`src/rtl/vgachargen_apb_bridge_if.sv`:
```
// APB4 bus bundle between the host fabric and the VGA character generator bridge.
interface vgachargen_apb_bridge_if;
  logic        psel_i;
  logic        penable_i;
  logic        pwrite_i;
  logic [15:0] paddr_i;
  logic [31:0] pwdata_i;
  logic [3:0]  pstrb_i;
  logic [31:0] prdata_o;
  logic        pready_o;
  logic        pslverr_o;

  modport master (
    output psel_i, penable_i, pwrite_i, paddr_i, pwdata_i, pstrb_i,
    input  prdata_o, pready_o, pslverr_o
  );

  modport slave (
    input  psel_i, penable_i, pwrite_i, paddr_i, pwdata_i, pstrb_i,
    output prdata_o, pready_o, pslverr_o
  );
endinterface

```
`src/rtl/vgachargen_apb_bridge.sv`:
```
// APB4 slave owning port A of the character map, colour map and RW glyph table.
// Optional feature: define VGACHARGEN_APB_PSLVERR_EN to report decode errors on pslverr_o.
module vgachargen_apb_bridge #(
  parameter int CH_MAP_ADDR_WIDTH = 12,
  parameter int CH_MAP_DEPTH      = 2400,
  parameter int CH_T_ADDR_WIDTH   = 7,
  parameter int CH_T_DATA_WIDTH   = 128
) (
  input  logic                         clk_i,
  input  logic                         arstn_i,
  vgachargen_apb_bridge_if.slave       apb,

  output logic [CH_MAP_ADDR_WIDTH-1:0] ch_map_addr_o,
  output logic [CH_T_ADDR_WIDTH:0]     ch_map_data_o,
  output logic                         ch_map_wen_o,
  input  logic [CH_T_ADDR_WIDTH:0]     ch_map_data_i,

  output logic [CH_MAP_ADDR_WIDTH-1:0] col_map_addr_o,
  output logic [7:0]                   col_map_data_o,
  output logic                         col_map_wen_o,
  input  logic [7:0]                   col_map_data_i,

  output logic [CH_T_ADDR_WIDTH-1:0]   ch_t_rw_addr_o,
  output logic [CH_T_DATA_WIDTH-1:0]   ch_t_rw_data_o,
  output logic                         ch_t_rw_wen_o,
  input  logic [CH_T_DATA_WIDTH-1:0]   ch_t_rw_data_i
);

  typedef enum logic [2:0] {
    IDLE,
    RD_ADDR,
    RD_CAP,
    RMW_MERGE,
    MAP_WR,
    ERR,
    RESP
  } state_t;

  typedef enum logic [1:0] {
    REGION_CH_MAP  = 2'b00,
    REGION_COL_MAP = 2'b01,
    REGION_GLYPH   = 2'b10,
    REGION_INVALID = 2'b11
  } region_t;

  localparam logic [11:0] MAP_DEPTH_IDX = 12'(CH_MAP_DEPTH);

  state_t        state;
  region_t       region_q;
  logic [1:0]    word_q;
  logic [31:0]   pwdata_q;
  logic [3:0]    pstrb_q;
  logic          write_q;

  logic [31:0]   prdata_q;
  logic          pready_q;
  logic          pslverr_q;

  // Setup-phase decode, straight off the bus
  logic                       setup;
  region_t                    setup_region;
  logic [11:0]                map_index;
  logic [CH_T_ADDR_WIDTH-1:0] glyph_index;
  logic [1:0]                 word_index;
  logic                       decode_err;
  logic                       unused_paddr;

  assign setup        = apb.psel_i && !apb.penable_i;
  assign setup_region = region_t'(apb.paddr_i[15:14]);
  assign map_index    = apb.paddr_i[13:2];
  assign glyph_index  = apb.paddr_i[4 +: CH_T_ADDR_WIDTH];
  assign word_index   = apb.paddr_i[3:2];
  assign unused_paddr = ^apb.paddr_i[1:0];

  // NOTE: every variable assigned in always_comb gets a default first so no latch is inferred.
  always_comb begin
    decode_err = 1'b0;
    case (setup_region)
      REGION_CH_MAP,
      REGION_COL_MAP: decode_err = (map_index >= MAP_DEPTH_IDX);
      REGION_GLYPH:   decode_err = |apb.paddr_i[13:11];
      default:        decode_err = 1'b1;
    endcase
  end

  // Read-modify-write merge: the glyph word read back this cycle with strobed bytes replaced.
  logic [CH_T_DATA_WIDTH-1:0] rmw_data;

  always_comb begin
    rmw_data = ch_t_rw_data_i;
    for (int b = 0; b < 4; b++) begin
      if (pstrb_q[b]) begin
        rmw_data[int'(word_q) * 32 + b * 8 +: 8] = pwdata_q[b * 8 +: 8];
      end
    end
  end

  // The merged word only exists during the single write-enable cycle; zero otherwise.
  assign ch_t_rw_data_o = ch_t_rw_wen_o ? rmw_data : '0;

  assign apb.prdata_o  = prdata_q;
  assign apb.pready_o  = pready_q;
  assign apb.pslverr_o = pslverr_q;

  always_ff @(posedge clk_i or negedge arstn_i) begin
    if (!arstn_i) begin
      state          <= IDLE;
      region_q       <= REGION_CH_MAP;
      word_q         <= '0;
      pwdata_q       <= '0;
      pstrb_q        <= '0;
      write_q        <= 1'b0;
      prdata_q       <= '0;
      pready_q       <= 1'b0;
      pslverr_q      <= 1'b0;
      ch_map_addr_o  <= '0;
      ch_map_data_o  <= '0;
      ch_map_wen_o   <= 1'b0;
      col_map_addr_o <= '0;
      col_map_data_o <= '0;
      col_map_wen_o  <= 1'b0;
      ch_t_rw_addr_o <= '0;
      ch_t_rw_wen_o  <= 1'b0;
    end else begin
      // NOTE: non-blocking defaults make every write enable a one-cycle pulse unless re-armed below.
      ch_map_wen_o  <= 1'b0;
      col_map_wen_o <= 1'b0;
      ch_t_rw_wen_o <= 1'b0;

      case (state)
        IDLE: begin
          if (setup) begin
            region_q <= setup_region;
            word_q   <= word_index;
            pwdata_q <= apb.pwdata_i;
            pstrb_q  <= apb.pstrb_i;
            write_q  <= apb.pwrite_i;

            case (setup_region)
              REGION_CH_MAP: begin
                ch_map_addr_o <= CH_MAP_ADDR_WIDTH'(map_index);
                ch_map_data_o <= apb.pwdata_i[CH_T_ADDR_WIDTH:0];
              end
              REGION_COL_MAP: begin
                col_map_addr_o <= CH_MAP_ADDR_WIDTH'(map_index);
                col_map_data_o <= apb.pwdata_i[7:0];
              end
              REGION_GLYPH: ch_t_rw_addr_o <= glyph_index;
              default: ;
            endcase

            if (decode_err) begin
              state <= ERR;
            end else if (!apb.pwrite_i || setup_region == REGION_GLYPH) begin
              state <= RD_ADDR;
            end else begin
              // Map write: the enable is armed here so it is live for the whole of T1.
              state <= MAP_WR;
              if (apb.pstrb_i[0]) begin
                if (setup_region == REGION_CH_MAP) ch_map_wen_o  <= 1'b1;
                else                               col_map_wen_o <= 1'b1;
              end
            end
          end
        end

        MAP_WR: begin
          if (!apb.psel_i) begin
            state <= IDLE;
          end else begin
            pready_q <= 1'b1;
            state    <= RESP;
          end
        end

        ERR: begin
          if (!apb.psel_i) begin
            state <= IDLE;
          end else begin
            pready_q <= 1'b1;
`ifdef VGACHARGEN_APB_PSLVERR_EN
            pslverr_q <= 1'b1;
`endif
            state    <= RESP;
          end
        end

        RD_ADDR: begin
          if (!apb.psel_i) begin
            state <= IDLE;
          end else if (write_q) begin
            ch_t_rw_wen_o <= 1'b1;
            state         <= RMW_MERGE;
          end else begin
            state <= RD_CAP;
          end
        end

        RD_CAP: begin
          if (!apb.psel_i) begin
            state <= IDLE;
          end else begin
            case (region_q)
              REGION_CH_MAP:  prdata_q <= 32'(ch_map_data_i);
              REGION_COL_MAP: prdata_q <= 32'(col_map_data_i);
              REGION_GLYPH:   prdata_q <= ch_t_rw_data_i[int'(word_q) * 32 +: 32];
              default:        prdata_q <= '0;
            endcase
            pready_q <= 1'b1;
            state    <= RESP;
          end
        end

        RMW_MERGE: begin
          if (!apb.psel_i) begin
            state <= IDLE;
          end else begin
            pready_q <= 1'b1;
            state    <= RESP;
          end
        end

        RESP: begin
          pready_q  <= 1'b0;
          pslverr_q <= 1'b0;
          prdata_q  <= '0;
          state     <= IDLE;
        end

        default: state <= IDLE;
      endcase
    end
  end

endmodule
```
`src/flat_wrapper.sv`:
```
// flat-port wrapper written by rule: the top's interface ports become plain ports
module vgachargen_apb_bridge_flat 
#(
  parameter int CH_MAP_ADDR_WIDTH = 12,
  parameter int CH_MAP_DEPTH      = 2400,
  parameter int CH_T_ADDR_WIDTH   = 7,
  parameter int CH_T_DATA_WIDTH   = 128
)
  (clk_i, arstn_i, ch_map_addr_o, ch_map_data_o, ch_map_wen_o, ch_map_data_i, col_map_addr_o, col_map_data_o, col_map_wen_o, col_map_data_i, ch_t_rw_addr_o, ch_t_rw_data_o, ch_t_rw_wen_o, ch_t_rw_data_i, apb_psel_i, apb_penable_i, apb_pwrite_i, apb_paddr_i, apb_pwdata_i, apb_pstrb_i, apb_prdata_o, apb_pready_o, apb_pslverr_o);
  vgachargen_apb_bridge_if apb_i ();
  input  logic clk_i;
  input  logic arstn_i;
  output logic [CH_MAP_ADDR_WIDTH-1:0] ch_map_addr_o;
  output logic [CH_T_ADDR_WIDTH:0] ch_map_data_o;
  output logic ch_map_wen_o;
  input  logic [CH_T_ADDR_WIDTH:0] ch_map_data_i;
  output logic [CH_MAP_ADDR_WIDTH-1:0] col_map_addr_o;
  output logic [7:0] col_map_data_o;
  output logic col_map_wen_o;
  input  logic [7:0] col_map_data_i;
  output logic [CH_T_ADDR_WIDTH-1:0] ch_t_rw_addr_o;
  output logic [CH_T_DATA_WIDTH-1:0] ch_t_rw_data_o;
  output logic ch_t_rw_wen_o;
  input  logic [CH_T_DATA_WIDTH-1:0] ch_t_rw_data_i;
  input wire logic [$bits(apb_i.psel_i)-1:0] apb_psel_i;
  input wire logic [$bits(apb_i.penable_i)-1:0] apb_penable_i;
  input wire logic [$bits(apb_i.pwrite_i)-1:0] apb_pwrite_i;
  input wire logic [$bits(apb_i.paddr_i)-1:0] apb_paddr_i;
  input wire logic [$bits(apb_i.pwdata_i)-1:0] apb_pwdata_i;
  input wire logic [$bits(apb_i.pstrb_i)-1:0] apb_pstrb_i;
  output wire logic [$bits(apb_i.prdata_o)-1:0] apb_prdata_o;
  output wire logic [$bits(apb_i.pready_o)-1:0] apb_pready_o;
  output wire logic [$bits(apb_i.pslverr_o)-1:0] apb_pslverr_o;
  assign apb_i.psel_i = apb_psel_i;
  assign apb_i.penable_i = apb_penable_i;
  assign apb_i.pwrite_i = apb_pwrite_i;
  assign apb_i.paddr_i = apb_paddr_i;
  assign apb_i.pwdata_i = apb_pwdata_i;
  assign apb_i.pstrb_i = apb_pstrb_i;
  assign apb_prdata_o = apb_i.prdata_o;
  assign apb_pready_o = apb_i.pready_o;
  assign apb_pslverr_o = apb_i.pslverr_o;
  vgachargen_apb_bridge #(.CH_MAP_ADDR_WIDTH(CH_MAP_ADDR_WIDTH), .CH_MAP_DEPTH(CH_MAP_DEPTH), .CH_T_ADDR_WIDTH(CH_T_ADDR_WIDTH), .CH_T_DATA_WIDTH(CH_T_DATA_WIDTH)) u_core (.clk_i(clk_i), .arstn_i(arstn_i), .apb(apb_i), .ch_map_addr_o(ch_map_addr_o), .ch_map_data_o(ch_map_data_o), .ch_map_wen_o(ch_map_wen_o), .ch_map_data_i(ch_map_data_i), .col_map_addr_o(col_map_addr_o), .col_map_data_o(col_map_data_o), .col_map_wen_o(col_map_wen_o), .col_map_data_i(col_map_data_i), .ch_t_rw_addr_o(ch_t_rw_addr_o), .ch_t_rw_data_o(ch_t_rw_data_o), .ch_t_rw_wen_o(ch_t_rw_wen_o), .ch_t_rw_data_i(ch_t_rw_data_i));
endmodule
```
`config.mk`:
```
export PLATFORM = sky130hd
export DESIGN_NAME = vgachargen_apb_bridge_flat
export DESIGN_NICKNAME = d
export VERILOG_FILES = /design/src/rtl/vgachargen_apb_bridge_if.sv /design/src/rtl/vgachargen_apb_bridge.sv /design/src/flat_wrapper.sv
export SDC_FILE = /design/constraint.sdc
export NUM_CORES = 1
export LEC_CHECK = 0
export BUFFER_PORTS_ARGS = -buffer_cell sky130_fd_sc_hd__clkbuf_2
export CAP_MARGIN = 10
export CORE_ASPECT_RATIO = 0.7
export CORE_MARGIN = 2
export CORE_UTILIZATION = 35
export DETAILED_ROUTE_END_ITERATION = 7
export PLACE_DENSITY_LB_ADDON = 0.25
export SLEW_MARGIN = 40
export SYNTH_ARGS = -nofsm -noshare
export SYNTH_HDL_FRONTEND = slang
export SYNTH_SLANG_ARGS = --single-unit
```
`constraint.sdc`:
```
create_clock -name clk_i -period 2.4 [get_ports clk_i]
set_input_delay 0 -clock clk_i [delete_from_list [all_inputs] [get_ports clk_i]]
set_output_delay 0 -clock clk_i [all_outputs]
set_load 0.1 [all_outputs]
```
# Word-level counts from Yosys, hierarchy flattened
# Index checks and enable logic that the tools add are counted.
[word_totals]
word_cells = 101
out_inout_bits = 212
ff_bits = 127
input_bits = 201
[op_classes]
shifts = 9
addsub = 7
n_eq_ne = 13
mux = 37
magnitude_cmp = 1
n_reduce_logical = 18
[op_table]
columns = ["operator", "n"]
rows = [
  ["$mux W128", 5],
  ["$bwmux W128", 4],
  ["$shift A8 B33 Y128 const A", 4],
  ["$shiftx A8 B33 Y128", 4],
  ["$shiftx A128 B8 Y32", 1],
  ["$neg A32 Y33", 3],
  ["$pmux W32 S3", 1],
  ["$pmux W32 S2", 1],
  ["$neg A7 Y33", 1],
  ["$mux W32", 1],
  ["$mux W1", 17],
  ["$add A7 B5 Y8 const B", 2],
  ["$mux W3", 5],
  ["$ge A12 B12 Y1 const B", 1],
  ["$eq A3 B3 Y1 const B", 3],
  ["$pmux W3 S3", 1],
  ["$reduce_and A3 Y1", 3],
  ["$add A7 B4 Y8 const B", 1],
  ["$eq A3 B2 Y1 const B", 2],
  ["$reduce_and A2 Y1", 3],
  ["$eq A2 B1 Y1 const B", 2],
  ["$eq A2 B2 Y1 const B", 2],
  ["$logic_not A2 Y1", 2],
  ["$ne A2 B1 Y1 const B", 2],
  ["11 further kinds", 14],
]

# Depth between registers and ports, before layout
[depth]
ltp_word = 11
ltp_mapped = 10
ltp_nobuf = 5

# Least setup slack after synthesis
# No wires, ideal clock.
[synth_timing]
path_type = "flip-flop to output port"
startpoint = "reg u_core.word_q[1]"
endpoint = "out ch_t_rw_data_o[2]"
arrival_time_ps = 4268
required_time_ps = 2400
setup_slack_ps = -1868
path_buffers = 4
path_stages_with_launch = 9
cell_sequence = "dfrtp_1 clkbuf_1 buf_2 buf_2 inv_1 ha_1 clkbuf_1 or3b_2 a21boi_0"
[synth_via]
elab_chain_len = 11
word_cells_on_any_way = 24
cone_classes = "7 x add/sub; 8 x shift; 9 x mux"
[synth_lines]
columns = ["element", "line", "source"]
rows = [
  ["from (decl)", "vgachargen_apb_bridge.sv:50", "logic [1:0] word_q;"],
  ["from (signal assigned)", "vgachargen_apb_bridge.sv:134", "word_q <= word_index;"],
  ["parallel branches: the longest is 9 deep, another holds $neg A32 Y33", "--", ""],
  ["$mux W128 *", "vgachargen_apb_bridge.sv:92", "if (pstrb_q[b]) begin"],
  ["$mux W128 *", "vgachargen_apb_bridge.sv:99", "assign ch_t_rw_data_o = ch_t_rw_wen_o ? rmw_data : '0;"],
  ["to (decl)", "flat_wrapper.sv:22", "output logic [CH_T_DATA_WIDTH-1:0] ch_t_rw_data_o;"],
]
# Every way passes the cells marked *.

# Final worst setup path
[layout_timing]
startpoint = "reg u_core.word_q[0]"
endpoint = "out ch_t_rw_data_o[111]"
# Same word-level chain as after synthesis.

==> load_flow_metrics.sql <==
INSERT INTO impl_metrics (metric_group, metric, value, unit) VALUES
('route', 'via_per_inst', '5.57', ''),
('die', 'floorplan.core_area', '22700', 'sq um'),
('critical_path', 'ff2ff_path_depth', '4', ''),
('die', 'fp.dieH', '131', 'microns'),
('sta', 'finalMaxSlewViolations', '0', ''),
('clocking', 'cts.sinks', '127', ''),
('flow_run', 'timing.max_cap.violations', '0', ''),
('sta', 'max_freq', '425', 'MHz'),
('route', 'routed_wire_length', '35000', 'microns'),
('sta', 'tightest_slew', '0.680', 'ns'),
('synthesis', 'synthArstFlopShare', '100', '%'),
('synthesis', 'syn-cell-area', '8120', 'sq um'),
('synthesis', 'synth_nets', '928', ''),
('die', 'fp.dieArea', '24500', 'sq um'),
('clocking', 'cts-root-to-sink-buffers', '2', ''),
('route', 'detailroute.via_count', '8322', ''),
('clocking', 'source_to_sink_clock_delay_at_the_later_pin_of_the_worst_skew_pair', '0.43', 'ns'),
('hold_path', 'path_type_of_the_worst_min_delay_path', 'primary input to register', ''),
('sta', 'worst_slack', '0.0474', 'ns'),
('critical_path', 'slowest_stage', 'dfrtp_4', ''),
('critical_path', 'arrival_time_of_data_at_the_critical_path_endpoint', '2.35', 'ns'),
('cells_and_area', 'final_cells', '1495', ''),
('synthesis', 'synth_edf_count', '0', ''),
('route', 'drc', '0', ''),
('synthesis', 'synth_area_leaders', 'dfrtp_1, mux2_2, mux4_2', ''),
('clocking', 'cts-htree-levels', '4', ''),
('clocking', 'cts_tree', 'done', ''),
('synthesis', 'most_common_cell_in_the_netlist', 'dfrtp_1', ''),
('critical_path', 'timing.critical_path.fanout_max', '27', ''),
('clocking', 'tritoncts.num_buffers', '17', ''),
('cells_and_area', 'layout-drive-gt1-share', '64.2', '%'),
('clocking', 'clk_pin_slew', '0.07', 'ns'),
('synthesis', 'synthTopCellsByCount', 'dfrtp_1, nor2b_1, a22oi_1, mux2_2, clkbuf_1', ''),
('placement', 'postPlaceCellArea', '13200', 'sq um'),
('synthesis', 'synth_flop_cell', 'dfrtp_1', ''),
('die', 'io-pin-count', '413', ''),
('clocking', 'cts_root_buffer', 'clkbuf_16', ''),
('placement', 'last_weighted_congestion_value_of_the_routability_driven_placer', '0.880', ''),
('sta', 'timing_hold_violations_final', '0', ''),
('synthesis', 'synthesis.yosys.warnings', '0', ''),
('sta', 'min_period', '2.35', 'ns'),
('power', 'power_per_cell_area', '1270', 'nW/um^2'),
('cells_and_area', 'areaGrowthSynthToFinish', '80.0', '%'),
('synthesis', 'synth.ff_latch_count', '127', ''),
('synthesis', 'yosysSeqAreaShare', '39.1', '%'),
('placement', 'place.detailed.hpwl', '26100', 'microns'),
('global_routing', 'wire_length_of_the_first_global_routing_pass', '51900', 'microns'),
('placement', 'preCtsSetupSlack', '-0.000286', 'ns'),
('placement', 'placedCellCount', '1396', ''),
('synthesis', 'number_of_distinct_standard_cells_referenced_by_the_synthesized_netlist', '47', ''),
('critical_path', 'worstSetupEndpointType', 'primary output', ''),
('cells_and_area', 'finish.instance_area', '14600', 'sq um'),
('route', 'final_antenna_net_count', '0', ''),
('hold_path', 'hold_path.startpoint', 'ch_t_rw_data_i[28]', ''),
('route', 'wire_per_inst', '23.4', 'microns'),
('critical_path', 'r2r_end', 'u_core.state[2]', ''),
('critical_path', 'timing.rr.start', 'u_core.state[2]', ''),
('global_routing', 'pin_count_of_the_biggest_net_entering_global_routing', '54', ''),
('die', 'initial_cell_density_of_the_core', '35.7', '%'),
('hold_path', 'worst_hold_path.endpoint', 'u_core.apb.prdata_o[28]', ''),
('sta', 'fin_hold_ws', '0.0198', 'ns'),
('route', 'drt_iter0_drc', '487', ''),
('sta', 'final-setup-viol-count', '0', ''),
('power', 'power.ir.vdd_worst', '1.73', 'mV'),
('cells_and_area', 'layout.nets', '1375', ''),
('synthesis', 'synthDominantCellAreaShare', '39.1', '%'),
('outcome', 'status', 'finished clean', ''),
('synthesis', 'yosys.area.top_type', 'dfrtp_1', ''),
('critical_path', 'reg2reg_setup_slack', '0.34', 'ns'),
('power', 'leakage', '6.16', 'nW'),
('sta', 'slew_headroom', '54.7', '%');
## layout by cell type (no fill, tap or decap), types with 3 or more instances in the layout
cell	count
ha_4	5
buf_12	130
and2_1	8
a22oi_1	89
or3_1	3
mux4_2	32
clkbuf_16	17
a21boi_4	4
a21boi_2	8
nor3_1	10
o21a_2	8
a221o_1	8
nor2b_1	5
clkinv_4	5
clkbuf_2	280
dlygate4sd3_1	59
buf_6	5
nand2_2	4
nand2_1	28
nor2b_2	28
nor3b_1	9
or3b_4	3
mux2i_1	8
and4b_2	6
nor2_1	5
nor4bb_1	3
buf_4	18
mux2_2	88
a32oi_1	16
dfrtp_1	124
bufinv_16	3
or3b_2	5
a22oi_2	3
and4_2	3
nor2b_4	80
a22o_1	25
## worst max-delay path, delay by kind of cell (launching register included)
family,cells,cell delay [ns]
AO/OA/AOI/OAI,1,0.20
adder cells (fa/ha/maj),1,0.22
buffers and inverters,2,0.39
flip-flops,1,0.53
AND/OR/NAND/NOR,2,0.57
## how the worst max path moves through the flow
stage,startpoint,endpoint,depth (start not counted)
finish,u_core.word_q[0],ch_t_rw_data_o[111],6
CTS,u_core.word_q[0],ch_t_rw_data_o[28],5
floorplan,u_core.word_q[1],ch_t_rw_data_o[0],9
global placement,u_core.word_q[0],ch_t_rw_data_o[103],6
global route,u_core.word_q[0],ch_t_rw_data_o[111],6
detailed placement,u_core.word_q[0],ch_t_rw_data_o[97],6
## state kept, by name (all words and copies together), names as in the netlist, 2 cells and up
signal and cells:
u_core.ch_t_rw_addr_o 7, u_core.word_q 2, u_core.ch_map_data_o 8, u_core.ch_map_addr_o 12, u_core.state 3, u_core.pstrb_q 4, u_core.apb.prdata_o 32, u_core.region_q 2
u_core.pwdata_q 32, u_core.col_map_addr_o 12, u_core.col_map_data_o 8
## power breakdown
part           switching (mW)  total [mW]  internal (mW)  leakage, nW
combinational            8.23        11.7           3.48         4.29
sequential               1.04        4.14           3.10         1.57
clock                    1.05        2.75           1.70        0.301
## repair_timing
item | 4_1_cts | 5_1_grt
hold buffers | 59 | 0
cloned | 1 | 0
pin swaps | 1 | 7
gates resized for setup | 21 | 14
hold endpoints to repair | 200 | 0
buffers inserted | 3 | 2
endpoints found under the setup margin | 120 | 41
## metrics by stage
| step | utilization (%) | total power [mW] | setup TNS (ns) |
|---|---|---|---|
| after floorplan | - | 12.8 | -3.00 |
| after global placement | 57.9 | 15.2 | 0 |
| after detailed placement | 58.1 | 15.4 | -0.000286 |
| after CTS | 64.0 | 18.5 | 0 |
| after global routing | 64.3 | 19.3 | -0.200 |
| final | 64.3 | 18.6 | 0 |
## per-layer routing
layer | up-vias | GRT usage (%) | wire (microns)
met1 | 4215 | 35.8 | 14300
met4 | 0 | 8.75 | 705
met3 | 50 | 7.12 | 2700
li1 | 3668 | - | -
met2 | 389 | 47.6 | 17300
met5 | - | 0 | 0
## cells by family (layout without fill, tap and decap cells)
family | after synthesis | count (layout) | synth area share, %
simple gates | 216 | 216 | 17.0
compound gates | 174 | 174 | 16.9
mux | 128 | 128 | 22.1
flops | 127 | 127 | 39.1
buf+inv | 69 | 529 | 3.94
fa+ha+maj | 6 | 6 | 0.924
other cells | 1 | 3 | 0.0462
## layout make-up
class / instances / area, sq um
fillers: 1742 / 8110
multi-input cells: 525 / 5550
repair buffers: 495 / 4860
flip-flops and latches: 127 / 3190
clock buffers: 20 / 457
well taps: 312 / 390
clock inverters: 12 / 160
inverters: 2 / 15.0
diodes: 2 / 5.00
Note: power is estimated with default switching activity, not from simulation.
